$ cat src/rtl/pll_drp_reconfig.sv
// DRP reconfiguration engine for a PLLE2-class PLL: DIVCLK, CLKFBOUT mult, CLKOUT0 divide.
// Optional lock watchdog: define PLL_DRP_LOCK_TIMEOUT_EN.
module pll_drp_reconfig #(
  parameter int RST_CYCLES   = 16,
  parameter int LOCK_TIMEOUT = 65535
) (
  input  logic        clk,
  input  logic        resetn,
  input  logic        req_valid,
  output logic        req_ready,
  input  logic [5:0]  req_divclk,
  input  logic [5:0]  req_mult,
  input  logic [5:0]  req_out0_div,
  output logic        busy,
  output logic        done,
  output logic        err,
  output logic        drp_den,
  output logic        drp_dwe,
  output logic [6:0]  drp_daddr,
  output logic [15:0] drp_di,
  input  logic [15:0] drp_do,
  input  logic        drp_drdy,
  output logic        pll_rst,
  input  logic        pll_locked
);

  typedef enum logic [2:0] {
    IDLE, ASSERT_RST, RD, RD_WAIT, WR, WR_WAIT, RELEASE, WAIT_LOCK
  } state_t;

  localparam logic [16:0] HOLD_LAST = 17'(RST_CYCLES - 1);

  if (RST_CYCLES < 1 || LOCK_TIMEOUT < 1 || LOCK_TIMEOUT > 131071) begin : g_bad_param
    $error("pll_drp_reconfig: RST_CYCLES/LOCK_TIMEOUT out of range");
  end

  state_t      state, state_n;
  logic [5:0]  divclk_q, mult_q, out0_q;
  logic [2:0]  idx;
  logic [15:0] wdata;
  logic [16:0] hold_cnt;
  logic        lk_first;
  logic        req_ok, done_n, err_n;
  logic [6:0]  addr;
  logic [15:0] keep, newb;

  // {high[11:6], low[5:0]} counter encoding for a divide value
  function automatic logic [11:0] hl(input logic [5:0] d);
    logic [5:0] h;
    h = {1'b0, d[5:1]};
    return {h, d - h};
  endfunction

  assign req_ok = (req_divclk != 6'd0) && (req_mult > 6'd1) && (req_out0_div != 6'd0);

  always_comb begin
    addr = 7'h00;
    keep = 16'h0000;
    newb = 16'h0000;
    case (idx)
      3'd0: begin addr = 7'h08; keep = 16'h1000; newb = {4'h0, hl(out0_q)}; end
      3'd1: begin addr = 7'h09; keep = 16'hFC00; newb = {8'h00, out0_q[0], out0_q == 6'd1, 6'h00}; end
      3'd2: begin addr = 7'h14; keep = 16'h1000; newb = {4'h0, hl(mult_q)}; end
      3'd3: begin addr = 7'h15; keep = 16'hFC00; newb = {8'h00, mult_q[0], mult_q == 6'd1, 6'h00}; end
      3'd4: begin addr = 7'h16; keep = 16'hC000; newb = {2'b00, divclk_q[0], divclk_q == 6'd1, hl(divclk_q)}; end
      default: ;
    endcase
  end

`ifdef PLL_DRP_LOCK_TIMEOUT_EN
  localparam logic [16:0] TO_LAST = 17'(LOCK_TIMEOUT - 1);
  logic [16:0] lock_cnt;

  always_ff @(posedge clk) begin
    if (!resetn) lock_cnt <= '0;
    else         lock_cnt <= (state == WAIT_LOCK) ? lock_cnt + 17'd1 : '0;
  end
`endif

  always_comb begin
    state_n = state;
    done_n  = 1'b0;
    err_n   = 1'b0;
    case (state)
      IDLE:
        if (req_valid && req_ready) begin
          if (req_ok) state_n = ASSERT_RST;
          else        err_n   = 1'b1;
        end
      ASSERT_RST: state_n = RD;
      RD:         state_n = RD_WAIT;
      RD_WAIT:    if (drp_drdy) state_n = WR;
      WR:         state_n = WR_WAIT;
      WR_WAIT:    if (drp_drdy) state_n = (idx == 3'd4) ? RELEASE : RD;
      RELEASE:    if (hold_cnt >= HOLD_LAST) state_n = WAIT_LOCK;
      WAIT_LOCK:
        // LOCKED is meaningless in the first cycle after reset release
        if (!lk_first && pll_locked) begin
          state_n = IDLE;
          done_n  = 1'b1;
        end
`ifdef PLL_DRP_LOCK_TIMEOUT_EN
        else if (lock_cnt == TO_LAST) begin
          state_n = IDLE;
          err_n   = 1'b1;
        end
`endif
      default: state_n = IDLE;
    endcase
  end

  always_ff @(posedge clk) begin
    if (!resetn) begin
      state     <= IDLE;
      req_ready <= 1'b0;
      done      <= 1'b0;
      err       <= 1'b0;
      divclk_q  <= '0;
      mult_q    <= '0;
      out0_q    <= '0;
      idx       <= '0;
      wdata     <= '0;
      hold_cnt  <= '0;
      lk_first  <= 1'b1;
    end else begin
      state     <= state_n;
      req_ready <= (state_n == IDLE);
      done      <= done_n;
      err       <= err_n;
      lk_first  <= (state != WAIT_LOCK);
      if (state == IDLE && req_valid && req_ready) begin
        divclk_q <= req_divclk;
        mult_q   <= req_mult;
        out0_q   <= req_out0_div;
      end
      if (state == IDLE)                   idx <= '0;
      else if (state == WR_WAIT && drp_drdy) idx <= idx + 3'd1;
      if (state == RD_WAIT && drp_drdy) wdata <= (drp_do & keep) | newb;
      // hold counter is zero in the first ASSERT_RST cycle and saturates
      if (state == IDLE)         hold_cnt <= '0;
      else if (hold_cnt != '1)   hold_cnt <= hold_cnt + 17'd1;
    end
  end

  assign busy      = (state != IDLE);
  assign pll_rst   = (state inside {ASSERT_RST, RD, RD_WAIT, WR, WR_WAIT, RELEASE});
  assign drp_den   = (state == RD) || (state == WR);
  assign drp_dwe   = (state == WR);
  assign drp_daddr = drp_den ? addr : 7'h00;
  assign drp_di    = drp_dwe ? wdata : 16'h0000;

endmodule

$ cat config.mk
export PLATFORM = sky130hd
export DESIGN_NAME = pll_drp_reconfig
export DESIGN_NICKNAME = d
export VERILOG_FILES = /design/src/rtl/pll_drp_reconfig.sv
export SDC_FILE = /design/constraint.sdc
export NUM_CORES = 1
export LEC_CHECK = 0
export CAP_MARGIN = 25
export CORE_UTILIZATION = 45
export CTS_CLUSTER_SIZE = 10
export DETAILED_ROUTE_END_ITERATION = 10
export PLACE_DENSITY = 0.8
export REMOVE_ABC_BUFFERS = 1
export SLEW_MARGIN = 10
export SYNTH_ARGS = -nofsm -noshare
export SYNTH_HDL_FRONTEND = slang
export SYNTH_SLANG_ARGS = --single-unit
$ cat constraint.sdc
create_clock -name clk -period 5.71 [get_ports clk]
set_input_delay 0.571 -clock clk [delete_from_list [all_inputs] [get_ports clk]]
set_output_delay 0.571 -clock clk [all_outputs]
set_load 0.01 [all_outputs]
==> reports/results.txt, run 1 <==
status: finished, final reports clean
area post-placement: 0.00431 mm²
Area Overhead vs Synth: 20.7%
critical path's largest stage delay: 0.58 ns
Slew HR: 45.8%
fin crit period: 3.52 ns
placed cell count: 597
root buffer cell: clkbuf_8
max cap viols: 0
post-DR vias/cell: 5.50
Reg2Reg Setup Slack: 3.32 ns
Synth top area share: 32.9%
part of the Yosys area used for sequential elements: 32.9%
Slowest-stage cell, CP: nor2_1
ys async rst share: 0%
power density over cell area: 241 mW/mm²
Final Cycle Share: 61.6%
die width: 92.9 µm
Critical Path AT: 2.95 ns
leading register cell type out of synthesis: dfxtp_1
worst-margin pin slew: 0.811 ns
Reg clk slew, reported paths: 0.07 ns
clk_skew: 0.0149 ns
Post-CTS Setup Inserts: 0
synthesized flop and latch total: 61
Via Count: 3372
gr ovfl total: 0
Nets: 573
final setup violation count: 0
largest net degree at the start of global routing: 43
height of the chip: 92.9 µm
CP startpoint: idx[0]
global-route wire length before repair: 15000 µm
leading post-synthesis cells by cell area: dfxtp_1 (33%), ha_1 (8.4%), nand2_1 (5.9%)
Final Wtd Congestion: 0.943
HPWL Detailed: 6750 µm
unrepaired setup endpoints after global routing: false
I/O Buffers: 56
CP endpoint kind: output pin
post-route insts no fill: 613
CP startpoint kind: register
row count: 32
number of enable flip-flop cells after synthesis: 0
drt initial violations: 156
core area: 0.00785 mm²
Netlist cell types: 59
CP Class: register to output pin
critical path peak fanout: 14
Mean Syn Cell Area: 8.08 µm²
initial antenna violation count: 0
post-synth top area cell: dfxtp_1
static leakage: 1.72 nW
final WL: 9160 µm
Worst VDD drop: 0.000150 V
warnings from Yosys: 0
Worst R2R End: hold_cnt[12]
CP endpoint: drp_daddr[4]
CTS tree: yes
Num CTS Buffers: 9
vias in the first global route: 3263
num ports: 69
fin area: 0.00449 mm²
CTS HTree Levels: 3
worst path required time: 5.14 ns
Global Route Usage Sum: 22.3%
TritonRoute pass-1 iters: 4
R2R cell count: 11
drc violations: 0
Post-Syn Area: 0.00372 mm²
WL/cell: 14.9 µm
Clock Path Buffers: 2
# hold bufs at CTS: 0
Clk Latency, worst-skew pair: 0.36 ns
Num Clock Sinks: 61
Mapped Cells: 460
Initial Utilization: 47.4%
setup TNS: 0 ns
Die ar.: 0.00863 mm²
R2R Path Start: hold_cnt[6]
fmax: 0.284 GHz
top cells by count, synth: dfxtp_1 (61), nand2_1 (58), nor2_1 (41), inv_1 (27), ha_1 (25)
layout cells sized above 1: 5.09%
CTS resizes: 0
# diodes: 0
Slew Viols, Final: 0
most frequent cell after synthesis: dfxtp_1
worst path cell trace: inv_1, ha_1, inv_1, nor2_1, nor3_1, nor2_1, clkdlybuf4s50_1
post-route ant nets: 0
Fin. Hold Viols: 0
HP Class: register to register
critical path, delay by kind of cell (launching register included):
family	cells	cell delay [ns]
and+or+nand+nor	3	0.88
buffers and inverters	3	0.84
DFF	1	0.35
adders and majority gates	1	0.51
sequential cells by signal (all words and copies together) (netlist names):
signal,flops
err,1
wdata,16
lk_first,1
out0_q,6
hold_cnt,17
req_ready,1
mult_q,6
done,1
divclk_q,6
state,3
idx,3
layer usage:
layer  global-route usage [%]  vias up  share of wire [%]
met5                        0        -                  0
met3                     3.94       25                4.1
met2                     39.5       94                 50
li1                         -     1692                  -
met1                     24.7     1561                 42
met4                     13.2        0                3.2
power breakdown:
group          internal, W  leakage (nW)  switching [W]  total, W
Sequential        0.000443         0.493      0.0000265  0.000469
Combinational     0.000122          1.14       0.000134  0.000256
Clock             0.000181        0.0857       0.000177  0.000357
Total             0.000746          1.72       0.000337   0.00108
cells by family (layout without fill, tap and decap cells):
family                   count (synthesis)  after routing  synth area share (%)
AO/OA/AOI/OAI                          102            102                  19.2
XOR/XNOR                                21             21                  4.95
adder cells (fa/ha/maj)                 28             28                  10.0
buffers and inverters                   52            102                  5.96
flip-flops                              61             61                  32.9
multiplexers                             5              5                  1.35
other                                    1              2                 0.101
AND/OR/NAND/NOR                        190            190                  25.5
per-stage QoR:
stage	utilization (%)	setup slack [ns]	power [W]	hold WS (ns)
finish	57.2	2.19	0.00108	0.480
global placement	54.9	2.72	0.000722	0.445
CTS	57.2	2.29	0.00108	0.480
floorplan	-	3.49	0.000638	0.436
global route	57.2	2.07	0.00113	0.514
detailed placement	54.9	2.68	0.000731	0.470
how the worst min path moves through the flow:
stage,end,cells past startpoint,start
floorplan,wdata[11],2,wdata[11]
global placement,wdata[11],2,wdata[11]
global route,wdata[11],2,wdata[11]
finish,wdata[11],2,wdata[11]
CTS,wdata[11],2,wdata[11]
detailed placement,wdata[11],2,wdata[11]
placed cells by master, fill, tap and decap left out, drive strengths merged, types with 6 or more instances in the layout:
master,n
nand3,11
a21boi,19
a21oi,17
nor2,42
a22oi,7
nor3,13
inv,28
o21ai,18
and2,21
and3,9
ha,25
clkdlybuf4s50,56
nand2b,6
dfxtp,61
clkbuf,13
xor2,16
nand2,59
cell type report:
cell class | count | area [µm²]
clock buffer | 13 | 159
clock inverter | 3 | 20.0
fill | 752 | 3360
inverter | 28 | 105
multi-input combinational | 348 | 2280
sequential | 61 | 1220
tap | 102 | 128
timing repair buffer | 58 | 576
Power figures use the tool's default switching activity.
==> run 2: changes to the inputs <==
--- a/config.mk
+++ b/config.mk
@@ -9,7 +9,7 @@
 export CORE_UTILIZATION = 45
 export CTS_CLUSTER_SIZE = 10
 export DETAILED_ROUTE_END_ITERATION = 10
-export PLACE_DENSITY = 0.8
+export PLACE_DENSITY = 0.83
 export REMOVE_ABC_BUFFERS = 1
 export SLEW_MARGIN = 10
 export SYNTH_ARGS = -nofsm -noshare
==> constraint.sdc (replaced) <==
create_clock -name clk -period 3.05 [get_ports clk]
set_input_delay 0.305 -clock clk [delete_from_list [all_inputs] [get_ports clk]]
set_output_delay 0.305 -clock clk [all_outputs]
set_load 0.01 [all_outputs]
==> reports/results.txt, run 2 (synthesis gave the netlist of run 1 again) <==
cell family with most CP delay: buffers and inverters
Reg clk slew, reported paths: 0.07 ns
initial antenna violation count: 0
die width: 92.9 µm
# hold bufs at CTS: 0
Critical Path AT: 2.46 ns
worst slack, placed: 0.667 ns
Final Wtd Congestion: 0.927
Area Overhead vs Synth: 22.5%
Global Route Usage Sum: 22.7%
Fin. Hold Viols: 0
fmax: 0.362 GHz
Largest regs: hold_cnt x17, wdata x16
CTS HTree Levels: 3
Initial Utilization: 47.4%
critical hold path startpoint: wdata[11]
max cap viols: 0
worst path required time: 2.74 ns
Worst VDD drop: 0.000247 V
CP endpoint: drp_daddr[2]
status: finished, final reports clean
Die ar.: 0.00863 mm²
vias in the first global route: 3334
max FFs per register: 17
Post-CTS Setup Inserts: 0
setup TNS: 0 ns
root buffer cell: clkbuf_8
PnR worst setup slack: 0.287 ns
global-route wire length before repair: 15400 µm
Slew Viols, Final: 0
Num Clock Sinks: 61
critical path peak fanout: 14
post-DR vias/cell: 5.52
CTS tree: yes
worst-margin pin slew: 0.972 ns
CTS resizes: 0
TritonRoute pass-1 iters: 5
gr ovfl total: 0
static leakage: 1.75 nW
final WL: 9290 µm
Fill cells: 725
CP startpoint kind: register
Via Count: 3417
core area: 0.00785 mm²
CP endpoint kind: output pin
WL/cell: 15.0 µm
Nets: 579
Final Core Density: 58.0%
Sequential Area: 0.00122 mm²
most flop-heavy register: hold_cnt
most frequent cells in the layout: dfxtp_1 (61), nand2_1 (58), clkdlybuf4s50_1 (56)
CP Class: register to output pin
height of the chip: 92.9 µm
num ports: 69
power density over cell area: 461 mW/mm²
Reg2Reg Setup Slack: 0.63 ns
layout cells sized above 1: 6.58%
I/O Buffers: 56
largest net degree at the start of global routing: 30
placed cell count: 603
unrepaired setup endpoints after global routing: false
critical path's largest stage delay: 0.57 ns
post-route ant nets: 0
CP startpoint: idx[0]
final setup violation count: 0
Num CTS Buffers: 9
tightest hold margin: 0.468 ns
R2R Path Start: hold_cnt[6]
drc violations: 0
HP Class: register to register
Critical Path Stages: 7
R2R cell count: 11
Slowest-stage cell, CP: clkdlybuf4s50_1
worst path cell trace: inv_1, ha_1, inv_1, nor2_1, nor3_1, nor2_1, clkdlybuf4s50_1
Clk Latency, worst-skew pair: 0.34 ns
HPWL Detailed: 6920 µm
drt initial violations: 154
# diodes: 0
row count: 32
post-route insts no fill: 619
Final Cycle Share: 90.6%
Slew HR: 35.0%
clk_skew: 0.00838 ns
Clock Path Buffers: 2
Worst R2R End: hold_cnt[8]
most common cell after layout, fill and taps aside: dfxtp_1
fin crit period: 2.76 ns
multi-input logic area: 0.00228 mm²
worst path bufs/invs: 3
[run 2: cell types whose count changed in the layout (fill, tap and decap cells not counted)]
cell        delta
clkinv_4       +1
clkbuf_1       -2
buf_4          +6
inv_6          +1
clkbuf_8       -2
clkinvlp_4     +1
bufinv_16      +1
[run 2: final cells by class]
class	instances	area share [%]
repair buffers	64	13.6
inverters	28	2.31
flip-flops and latches	61	26.8
multi-input cells	348	50.1
well taps	102	2.80
clock buffers	9	2.72
clock inverters	7	1.65
[run 2: stage by stage]
step,instance area [µm²],total power [W]
5_1_grt,4550,0.00220
4_1_cts,4550,0.00210
6_report,4550,0.00210
2_1_floorplan,3600,0.00120
3_3_place_gp,4350,0.00136
3_5_place_dp,4350,0.00138
[run 2: worst reg2reg max path, stage by stage (launching register included)]
cell and delay, ns:
dfxtp_1 0.43, and3_1 0.23, and3_2 0.23, inv_1 0.04, nor4_1 0.30, ha_1 0.40
nor2b_1 0.12, nand3_1 0.16, nor2_2 0.09, nand3_1 0.10, xor2_1 0.15, nor2_1 0.06
[run 2: where the power goes]
| group | leakage (nW) | switching [W] | total (W) | internal [W] |
|---|---|---|---|---|
| clock network | 0.0918 | 0.000351 | 0.000730 | 0.000379 |
| registers | 0.493 | 0.0000488 | 0.000878 | 0.000829 |
| logic | 1.17 | 0.000256 | 0.000489 | 0.000233 |
[run 2: how the worst min path moves through the flow]
| stage | to | depth (start not counted) |
|---|---|---|
| 6_report | wdata[11] | 2 |
| 4_1_cts | wdata[11] | 2 |
| 3_5_place_dp | wdata[11] | 2 |
| 2_1_floorplan | lk_first | 1 |
| 3_3_place_gp | wdata[11] | 2 |
| 5_1_grt | wdata[11] | 2 |
[run 2: layer usage]
| layer | share of wire (%) | routed length, µm | global-route usage [%] |
|---|---|---|---|
| met3 | 5.3 | 488 | 4.27 |
| met2 | 49 | 4590 | 40.1 |
| met4 | 2.4 | 219 | 8.33 |
| met1 | 43 | 3990 | 27.3 |
| met5 | 0 | 0 | 0 |
==> run 3: changes to the inputs <==
--- a/config.mk
+++ b/config.mk
@@ -11,6 +11,8 @@
 export DETAILED_ROUTE_END_ITERATION = 10
 export PLACE_DENSITY = 0.83
 export REMOVE_ABC_BUFFERS = 1
+export SKIP_CTS_REPAIR_TIMING = 1
+export SKIP_LAST_GASP = 1
 export SLEW_MARGIN = 10
 export SYNTH_ARGS = -nofsm -noshare
 export SYNTH_HDL_FRONTEND = slang
==> results of run 3 <==
Final layout, timing and power as in run 2 (identical DEF).
